--- config.mk ---
export PLATFORM = sky130hd
export DESIGN_NAME = sram_ctrl_flat
export DESIGN_NICKNAME = d
export VERILOG_FILES = /design/src/rtl/sram_ctrl_pkg.sv /design/src/rtl/sram_ctrl_if.sv /design/src/rtl/sram_ctrl.sv /design/src/flat_wrapper.sv
export SDC_FILE = /design/constraint.sdc
export NUM_CORES = 1
export LEC_CHECK = 0
export ABC_AREA = 1
export CORE_UTILIZATION = 56
export DETAILED_ROUTE_END_ITERATION = 8
export DONT_BUFFER_PORTS = 1
export GPL_TIMING_DRIVEN = 0
export PLACE_DENSITY = 0.74
export SYNTH_ARGS = -nofsm -noshare
export SYNTH_HDL_FRONTEND = slang
export SYNTH_SLANG_ARGS = --single-unit
--- constraint.sdc ---
create_clock -name Clk -period 1.5 [get_ports Clk]
set_clock_uncertainty 0.05 [all_clocks]
set_input_delay 0 -clock Clk [delete_from_list [all_inputs] [get_ports Clk]]
set_output_delay 0 -clock Clk [all_outputs]
set_load 0.01 [all_outputs]
--- src/rtl/sram_ctrl_pkg.sv ---
// sram_ctrl shared types: FSM state encoding, wait-counter width
// and the idle (inactive) levels of the SRAM and buffer control pins.
package sram_ctrl_pkg;

  localparam int WAIT_W = 3;

  typedef enum logic [2:0] {
    IDLE,
    RD_ACCESS,
    RD_CAP,
    WR_SETUP,
    WR_PULSE,
    WR_HOLD
  } state_e;

  localparam logic CE_N_OFF     = 1'b1;
  localparam logic OE_N_OFF     = 1'b1;
  localparam logic WE_N_OFF     = 1'b1;
  localparam logic BUF_WE_N_OFF = 1'b1;
  localparam logic BUF_OE_OFF   = 1'b0;
  localparam logic LANE_N_ON    = 1'b0;

endpackage

--- src/rtl/sram_ctrl_if.sv ---
// sram_ctrl request/response bus: req_valid/req_ready handshake with
// we/addr/wdata (+ req_be when SRAM_CTRL_BYTE_EN), rsp_valid/rsp_rdata.
interface sram_ctrl_if #(
  parameter int N      = 16,
  parameter int ADDR_W = 20
);

  logic              req_valid;
  logic              req_ready;
  logic              req_we;
  logic [ADDR_W-1:0] req_addr;
  logic [N-1:0]      req_wdata;
`ifdef SRAM_CTRL_BYTE_EN
  logic [1:0]        req_be;
`endif
  logic              rsp_valid;
  logic [N-1:0]      rsp_rdata;

  modport master (
    input  req_ready, rsp_valid, rsp_rdata,
`ifdef SRAM_CTRL_BYTE_EN
    output req_be,
`endif
    output req_valid, req_we, req_addr, req_wdata
  );

  modport slave (
    output req_ready, rsp_valid, rsp_rdata,
`ifdef SRAM_CTRL_BYTE_EN
    input  req_be,
`endif
    input  req_valid, req_we, req_addr, req_wdata
  );

endinterface

--- src/rtl/sram_ctrl.sv ---
// Single-word SRAM access sequencer feeding a registered DQ buffer.
// Ports: Clk, Reset_n, bus (sram_ctrl_if.slave), SRAM_* pins,
// buf_we_n/buf_oe/Data_write to the buffer, Data_read from it.
// Option: SRAM_CTRL_BYTE_EN adds req_be and drives UB_N/LB_N on writes.
module sram_ctrl
  import sram_ctrl_pkg::*;
#(
  parameter int N           = 16,
  parameter int ADDR_W      = 20,
  parameter int WAIT_CYCLES = 1
) (
  input  logic              Clk,
  input  logic              Reset_n,
  sram_ctrl_if.slave        bus,
  output logic [ADDR_W-1:0] SRAM_ADDR,
  output logic              SRAM_CE_N,
  output logic              SRAM_OE_N,
  output logic              SRAM_WE_N,
  output logic              SRAM_UB_N,
  output logic              SRAM_LB_N,
  output logic              buf_we_n,
  output logic              buf_oe,
  output logic [N-1:0]      Data_write,
  input  logic [N-1:0]      Data_read
);

  if (WAIT_CYCLES < 0 || WAIT_CYCLES > 7) begin : g_bad_wait
    $error("sram_ctrl: WAIT_CYCLES must be 0..7");
  end

  localparam logic [WAIT_W-1:0] WAIT_LD =
    WAIT_W'(WAIT_CYCLES);

  state_e            state_q, state_d;
  logic [WAIT_W-1:0] cnt_q, cnt_d;
  logic [ADDR_W-1:0] addr_q, addr_d;
  logic [N-1:0]      wdata_q, wdata_d;
  logic [1:0]        be_q, be_d;
  logic              ready_q, ready_d;
  logic              rsp_valid_q, rsp_valid_d;
  logic [N-1:0]      rsp_rdata_q, rsp_rdata_d;
  logic              ce_n_q, ce_n_d;
  logic              oe_n_q, oe_n_d;
  logic              we_n_q, we_n_d;
  logic              ub_n_q, ub_n_d;
  logic              lb_n_q, lb_n_d;
  logic              bwe_n_q, bwe_n_d;
  logic              boe_q, boe_d;

  logic [1:0] req_be;
`ifdef SRAM_CTRL_BYTE_EN
  assign req_be = bus.req_be;
`else
  assign req_be = 2'b11;
`endif

  always_comb begin
    state_d     = state_q;
    cnt_d       = cnt_q;
    addr_d      = addr_q;
    wdata_d     = wdata_q;
    be_d        = be_q;
    rsp_valid_d = 1'b0;
    rsp_rdata_d = rsp_rdata_q;
    unique case (state_q)
      IDLE: begin
        if (bus.req_valid) begin
          addr_d  = bus.req_addr;
          wdata_d = bus.req_wdata;
          be_d    = req_be;
          cnt_d   = WAIT_LD;
          state_d = bus.req_we ? WR_SETUP
                               : RD_ACCESS;
        end
      end
      RD_ACCESS: begin
        if (cnt_q == '0) state_d = RD_CAP;
        else             cnt_d   = cnt_q - 1'b1;
      end
      RD_CAP: begin
        rsp_valid_d = 1'b1;
        rsp_rdata_d = Data_read;
        state_d     = IDLE;
      end
      WR_SETUP: begin
        cnt_d   = WAIT_LD;
        state_d = WR_PULSE;
      end
      WR_PULSE: begin
        if (cnt_q == '0) state_d = WR_HOLD;
        else             cnt_d   = cnt_q - 1'b1;
      end
      WR_HOLD: state_d = IDLE;
      default: state_d = IDLE;
    endcase
  end

  // Pins are decoded from the next state so every output is a flop
  // that changes on the same edge as the state it belongs to.
  always_comb begin
    ready_d = 1'b0;
    ce_n_d  = CE_N_OFF;
    oe_n_d  = OE_N_OFF;
    we_n_d  = WE_N_OFF;
    bwe_n_d = BUF_WE_N_OFF;
    boe_d   = BUF_OE_OFF;
    ub_n_d  = LANE_N_ON;
    lb_n_d  = LANE_N_ON;
    unique case (state_d)
      IDLE: ready_d = 1'b1;
      RD_ACCESS: begin
        ce_n_d = 1'b0;
        oe_n_d = 1'b0;
      end
      RD_CAP: ce_n_d = 1'b0;
      WR_SETUP, WR_PULSE, WR_HOLD: begin
        ce_n_d  = 1'b0;
        we_n_d  = (state_d != WR_PULSE);
        bwe_n_d = 1'b0;
        boe_d   = 1'b1;
`ifdef SRAM_CTRL_BYTE_EN
        ub_n_d  = ~be_d[1];
        lb_n_d  = ~be_d[0];
`endif
      end
      default: ready_d = 1'b0;
    endcase
  end

  always_ff @(posedge Clk or negedge Reset_n) begin
    if (!Reset_n) begin
      state_q     <= IDLE;
      cnt_q       <= '0;
      addr_q      <= '0;
      wdata_q     <= '0;
      be_q        <= 2'b11;
      ready_q     <= 1'b1;
      rsp_valid_q <= 1'b0;
      rsp_rdata_q <= '0;
      ce_n_q      <= CE_N_OFF;
      oe_n_q      <= OE_N_OFF;
      we_n_q      <= WE_N_OFF;
      ub_n_q      <= LANE_N_ON;
      lb_n_q      <= LANE_N_ON;
      bwe_n_q     <= BUF_WE_N_OFF;
      boe_q       <= BUF_OE_OFF;
    end else begin
      state_q     <= state_d;
      cnt_q       <= cnt_d;
      addr_q      <= addr_d;
      wdata_q     <= wdata_d;
      be_q        <= be_d;
      ready_q     <= ready_d;
      rsp_valid_q <= rsp_valid_d;
      rsp_rdata_q <= rsp_rdata_d;
      ce_n_q      <= ce_n_d;
      oe_n_q      <= oe_n_d;
      we_n_q      <= we_n_d;
      ub_n_q      <= ub_n_d;
      lb_n_q      <= lb_n_d;
      bwe_n_q     <= bwe_n_d;
      boe_q       <= boe_d;
    end
  end

  assign bus.req_ready = ready_q;
  assign bus.rsp_valid = rsp_valid_q;
  assign bus.rsp_rdata = rsp_rdata_q;
  assign SRAM_ADDR     = addr_q;
  assign SRAM_CE_N     = ce_n_q;
  assign SRAM_OE_N     = oe_n_q;
  assign SRAM_WE_N     = we_n_q;
  assign SRAM_UB_N     = ub_n_q;
  assign SRAM_LB_N     = lb_n_q;
  assign buf_we_n      = bwe_n_q;
  assign buf_oe        = boe_q;
  assign Data_write    = wdata_q;

  a_no_contention: assert property (
    @(posedge Clk) disable iff (!Reset_n)
    !(!oe_n_q && !bwe_n_q && boe_q));

  a_we_needs_drive: assert property (
    @(posedge Clk) disable iff (!Reset_n)
    !we_n_q |-> (!bwe_n_q && boe_q));

endmodule

--- src/flat_wrapper.sv ---
// flat-port wrapper written by rule: the top's interface ports become plain ports
module sram_ctrl_flat import sram_ctrl_pkg::*;
#(
  parameter int N           = 16,
  parameter int ADDR_W      = 20,
  parameter int WAIT_CYCLES = 1
)
  (Clk, Reset_n, SRAM_ADDR, SRAM_CE_N, SRAM_OE_N, SRAM_WE_N, SRAM_UB_N, SRAM_LB_N, buf_we_n, buf_oe, Data_write, Data_read, bus_req_ready, bus_rsp_valid, bus_rsp_rdata, bus_req_valid, bus_req_we, bus_req_addr, bus_req_wdata);
  sram_ctrl_if #(.N(N), .ADDR_W(ADDR_W)) bus_i ();
  input  logic Clk;
  input  logic Reset_n;
  output logic [ADDR_W-1:0] SRAM_ADDR;
  output logic SRAM_CE_N;
  output logic SRAM_OE_N;
  output logic SRAM_WE_N;
  output logic SRAM_UB_N;
  output logic SRAM_LB_N;
  output logic buf_we_n;
  output logic buf_oe;
  output logic [N-1:0] Data_write;
  input  logic [N-1:0] Data_read;
  output wire logic [$bits(bus_i.req_ready)-1:0] bus_req_ready;
  output wire logic [$bits(bus_i.rsp_valid)-1:0] bus_rsp_valid;
  output wire logic [$bits(bus_i.rsp_rdata)-1:0] bus_rsp_rdata;
  input wire logic [$bits(bus_i.req_valid)-1:0] bus_req_valid;
  input wire logic [$bits(bus_i.req_we)-1:0] bus_req_we;
  input wire logic [$bits(bus_i.req_addr)-1:0] bus_req_addr;
  input wire logic [$bits(bus_i.req_wdata)-1:0] bus_req_wdata;
  assign bus_req_ready = bus_i.req_ready;
  assign bus_rsp_valid = bus_i.rsp_valid;
  assign bus_rsp_rdata = bus_i.rsp_rdata;
  assign bus_i.req_valid = bus_req_valid;
  assign bus_i.req_we = bus_req_we;
  assign bus_i.req_addr = bus_req_addr;
  assign bus_i.req_wdata = bus_req_wdata;
  sram_ctrl #(.N(N), .ADDR_W(ADDR_W), .WAIT_CYCLES(WAIT_CYCLES)) u_core (.Clk(Clk), .Reset_n(Reset_n), .bus(bus_i), .SRAM_ADDR(SRAM_ADDR), .SRAM_CE_N(SRAM_CE_N), .SRAM_OE_N(SRAM_OE_N), .SRAM_WE_N(SRAM_WE_N), .SRAM_UB_N(SRAM_UB_N), .SRAM_LB_N(SRAM_LB_N), .buf_we_n(buf_we_n), .buf_oe(buf_oe), .Data_write(Data_write), .Data_read(Data_read));
endmodule
==> key figures <==
Run status
  – Status: finished with violations
  – Failing checks: design-rule violations, negative hold slack, negative setup slack

Global routing
  – Vias in the first global route: 1965
  – First-pass GRT wire length: 9810 um
  – Pin count of the biggest net entering global routing: 66
  – Grt total ovfl: 0
  – Antenna violations before repair: 0
  – Gr usage total: 26.8%

Yosys
  – Largest family of logic cells by synthesized area: multiplexers
  – Top cells by area, synth: dfrtp_1 57%, mux2_4 11%, nand2_1 8.5%
  – Synth top cells by count: 60 x dfrtp_1, 60 x nand2_1, 20 x mux2_4
  – Synth Flop Type: dfrtp_1
  – Share of the synthesized area in the top cell type: 57.0%
  – Synth area leader: dfrtp_1
  – Simple-Gate Fraction of Synth Area: 13.3%
  – Yosys warnings: 0
  – Post-synthesis sequential area ratio: 61.9%
  – Avg Cell Area, Syn: 12.5 um^2
  – Async SR Flop Fraction: 100%
  – Post-Synth XOR/XNOR Area: 0%
  – Adder-cell share of the synthesized area: 0.949%
  – Post-Syn Area: 2640 um^2
  – Mux contribution to synthesized area: 18.2%
  – Seq cells post-synth: 65
  – Unique cell type count in the Yosys netlist: 23
  – Syn Inst Count: 211
  – Complex-gate fraction of the synthesized area: 1.28%
  – EDFF count, synth: 0

Placed design
  – RD Place Congestion: 0.784
  – DP Wirelength: 3270 um
  – Port Buffers: 0

Critical path
  – Setup CP Type: reg -> reg
  – Startpoint types: flop
  – WP data required: 1.67 ns
  – Buf/Inv on CP: 2
  – Slowest stage delay, CP: 0.45 ns
  – Crit path cell chain: nor2_4, nand3_4, buf_8, buf_12, mux2_4
  – CP Capture Type: flop
  – Worst path top cell family by delay: flip-flops
  – CP max-delay cell: dfrtp_2
  – CP max FO: 10
  – Crit path arrival time: 1.71 ns

Clock tree
  – H-Tree Depth: 3
  – Reg clk slew, reported paths: 0.08 ns
  – CTS Root Cell: clkbuf_8
  – Clock Sinks: 65
  – Cts bufs inserted: 9
  – CTS tree: done
  – Clock latency on the worst-skew pair: 0.33 ns
  – Max Buffers Root-to-Sink: 2

STA
  – Fmax achieved: 0.651 GHz
  – Final hold violation count: 65
  – Post-route setup slack: -0.0350 ns
  – Number of setup violations in the final report: 20
  – Setup tns final: -0.414 ns
  – Unrepaired setup endpoints after global routing: yes
  – Final period util: 102%
  – Final slew viol count: 0
  – Final hold slack: -0.707 ns
  – Fin crit period: 1.53 ns

Power and ir drop
  – Power Dens Cells: 2210 nW/um^2
  – Sw frac: 38.8%
  – Comb pwr share: 36.7%
  – Leakage: 1.75 nW
  – VDD IR max: 0.00126 V
  – Overall Power: 7.98 mW
  – Clock share of power: 16.5%
  – Pint: 4.88 mW
  – Switching power: 3.10 mW
  – Register share of total power: 46.8%

Drt
  – Final wirelength: 7200 um
  – Iter 0 DRT Violations: 156
  – Via count: 1953
  – Drt pass-1 iters: 6
  – Routed length per instance: 20.8 um
  – Drt via density: 5.64
  – Drt drc: 20
  – Antenna-violating nets left: 0

Cells and area
  – Antenna cell count: 0
  – Layout Area Growth over Synthesis: 36.9%
  – Nets: 348
  – Share of cells above drive strength 1: 31.0%

Die
  – I/O pin total: 117
  – Die area: 4990 um^2
  – Die Span X: 70.6 um
  – Rows: 24
  – Total core area: 4440 um^2
  – Die Ht: 70.6 um
  – Starting Density: 59.3%

Job
  – Max Cap Viol: 0

Hold path
  – Hold Crit Class: in -> async
==> repair_timing <==
action / CTS / global route
pin swaps: 1 / 8
buffers inserted: 1 / 10
gates cloned: 0 / 2
hold buffers: 54 / 1
resized for setup: 2 / 20
endpoints found under the setup margin: 32 / 45
endpoints found under the hold margin: 122 / 66
==> worst register-to-register path, stage by stage (launching register included) <==
cell and delay, ns:
dfrtp_2 0.45, nor2_4 0.19, nand3_4 0.12, buf_8 0.16
buf_12 0.15, mux2_4 0.30
==> sequential cells by signal, summed over array words and instances (netlist names) <==
register	count
u_core.SRAM_WE_N	1
u_core.SRAM_ADDR	20
u_core.bus.rsp_rdata	16
u_core.Data_write	16
u_core.SRAM_CE_N	1
u_core.SRAM_OE_N	1
u_core.buf_we_n	1
u_core.state_q	3
u_core.bus.rsp_valid	1
u_core.cnt_q	3
u_core.bus.req_ready	1
u_core.buf_oe	1
==> cell families after synthesis <==
group / Yosys count
compound gates: 6
mux: 36
buf+inv: 20
flops: 65
other cells: 1
simple gates: 81
fa+ha+maj: 2
==> cells in the final DEF (no fill, tap or decap) <==
master,n
ha_1,1
clkbuf_4,1
buf_2,1
buf_12,2
or2_2,1
inv_2,6
dfstp_2,5
clkbuf_8,10
mux2_2,16
nand2_1,60
o21ai_1,3
buf_8,1
nor3_4,1
ha_4,1
nand4_1,2
clkinvlp_4,1
nor2_4,2
conb_1,2
nand3_4,1
nand3_2,2
dlygate4sd3_1,55
nand3b_1,1
nand3_1,6
clkbuf_1,2
inv_1,6
mux2_4,20
clkbuf_16,2
nor2_1,5
dfrtp_2,2
o21ai_2,1
clkinv_2,2
o21ai_0,1
buf_4,13
a21oi_1,1
dfrtp_1,58
==> cell type report <==
class | count | area [um^2]
clock buffers | 12 | 145
repair buffers | 68 | 683
multi-input cells | 127 | 936
flip-flops and latches | 65 | 1640
clock inverters | 3 | 17.5
inverters | 12 | 45.0
fillers | 230 | 835
well taps | 52 | 65.1
plain buffers | 7 | 82.6
==> power groups by stage <==
stage / clock (mW) / sequential (mW) / combinational [mW]
3_3_place_gp: 0 / 3.66 / 2.06
6_report: 1.32 / 3.73 / 2.93
4_1_cts: 1.27 / 3.66 / 2.29
5_1_grt: 1.39 / 3.79 / 3.14
3_5_place_dp: 0 / 3.69 / 2.14
2_1_floorplan: 0 / 3.50 / 1.85
==> layer usage <==
layer | global-route usage [%] | routed length, um | share of wire (%)
met1 | 30.8 | 2690 | 37
met2 | 46.7 | 3790 | 53
met3 | 8.12 | 589 | 8.2
met4 | 11.6 | 131 | 1.8
met5 | 0 | 0 | 0
==> metrics by stage <==
step	instances	util (%)	hold slack, ns	cell area, um^2	setup WS [ns]
3_5_place_dp	264	60.9	-0.344	2710	-0.0400
3_3_place_gp	264	60.9	-0.344	2710	-0.0372
5_1_grt	346	81.2	-0.722	3610	-0.0775
4_1_cts	334	76.9	-0.703	3420	0.000439
2_1_floorplan	212	-	-0.346	2640	0.0547
6_report	346	81.2	-0.707	3610	-0.0350
==> final timing paths <==
| check | from | to | slack, ns | cells after the start |
|---|---|---|---|---|
| setup / recovery | u_core.state_q[0] | u_core.SRAM_ADDR[10] | -0.03 | 5 |
| hold / removal | Reset_n | u_core.Data_write[12] | -0.71 | 0 |
| setup reg to reg | u_core.state_q[0] | u_core.SRAM_ADDR[10] | -0.03 | 5 |
| hold reg to reg | u_core.cnt_q[0] | u_core.cnt_q[0] | 0.46 | 2 |
| max in group asynchronous | Reset_n | u_core.SRAM_CE_N | 1.91 | 0 |
| min in group Clk | bus_req_valid | u_core.cnt_q[1] | 0.09 | 3 |
Power figures use the tool's default switching activity.
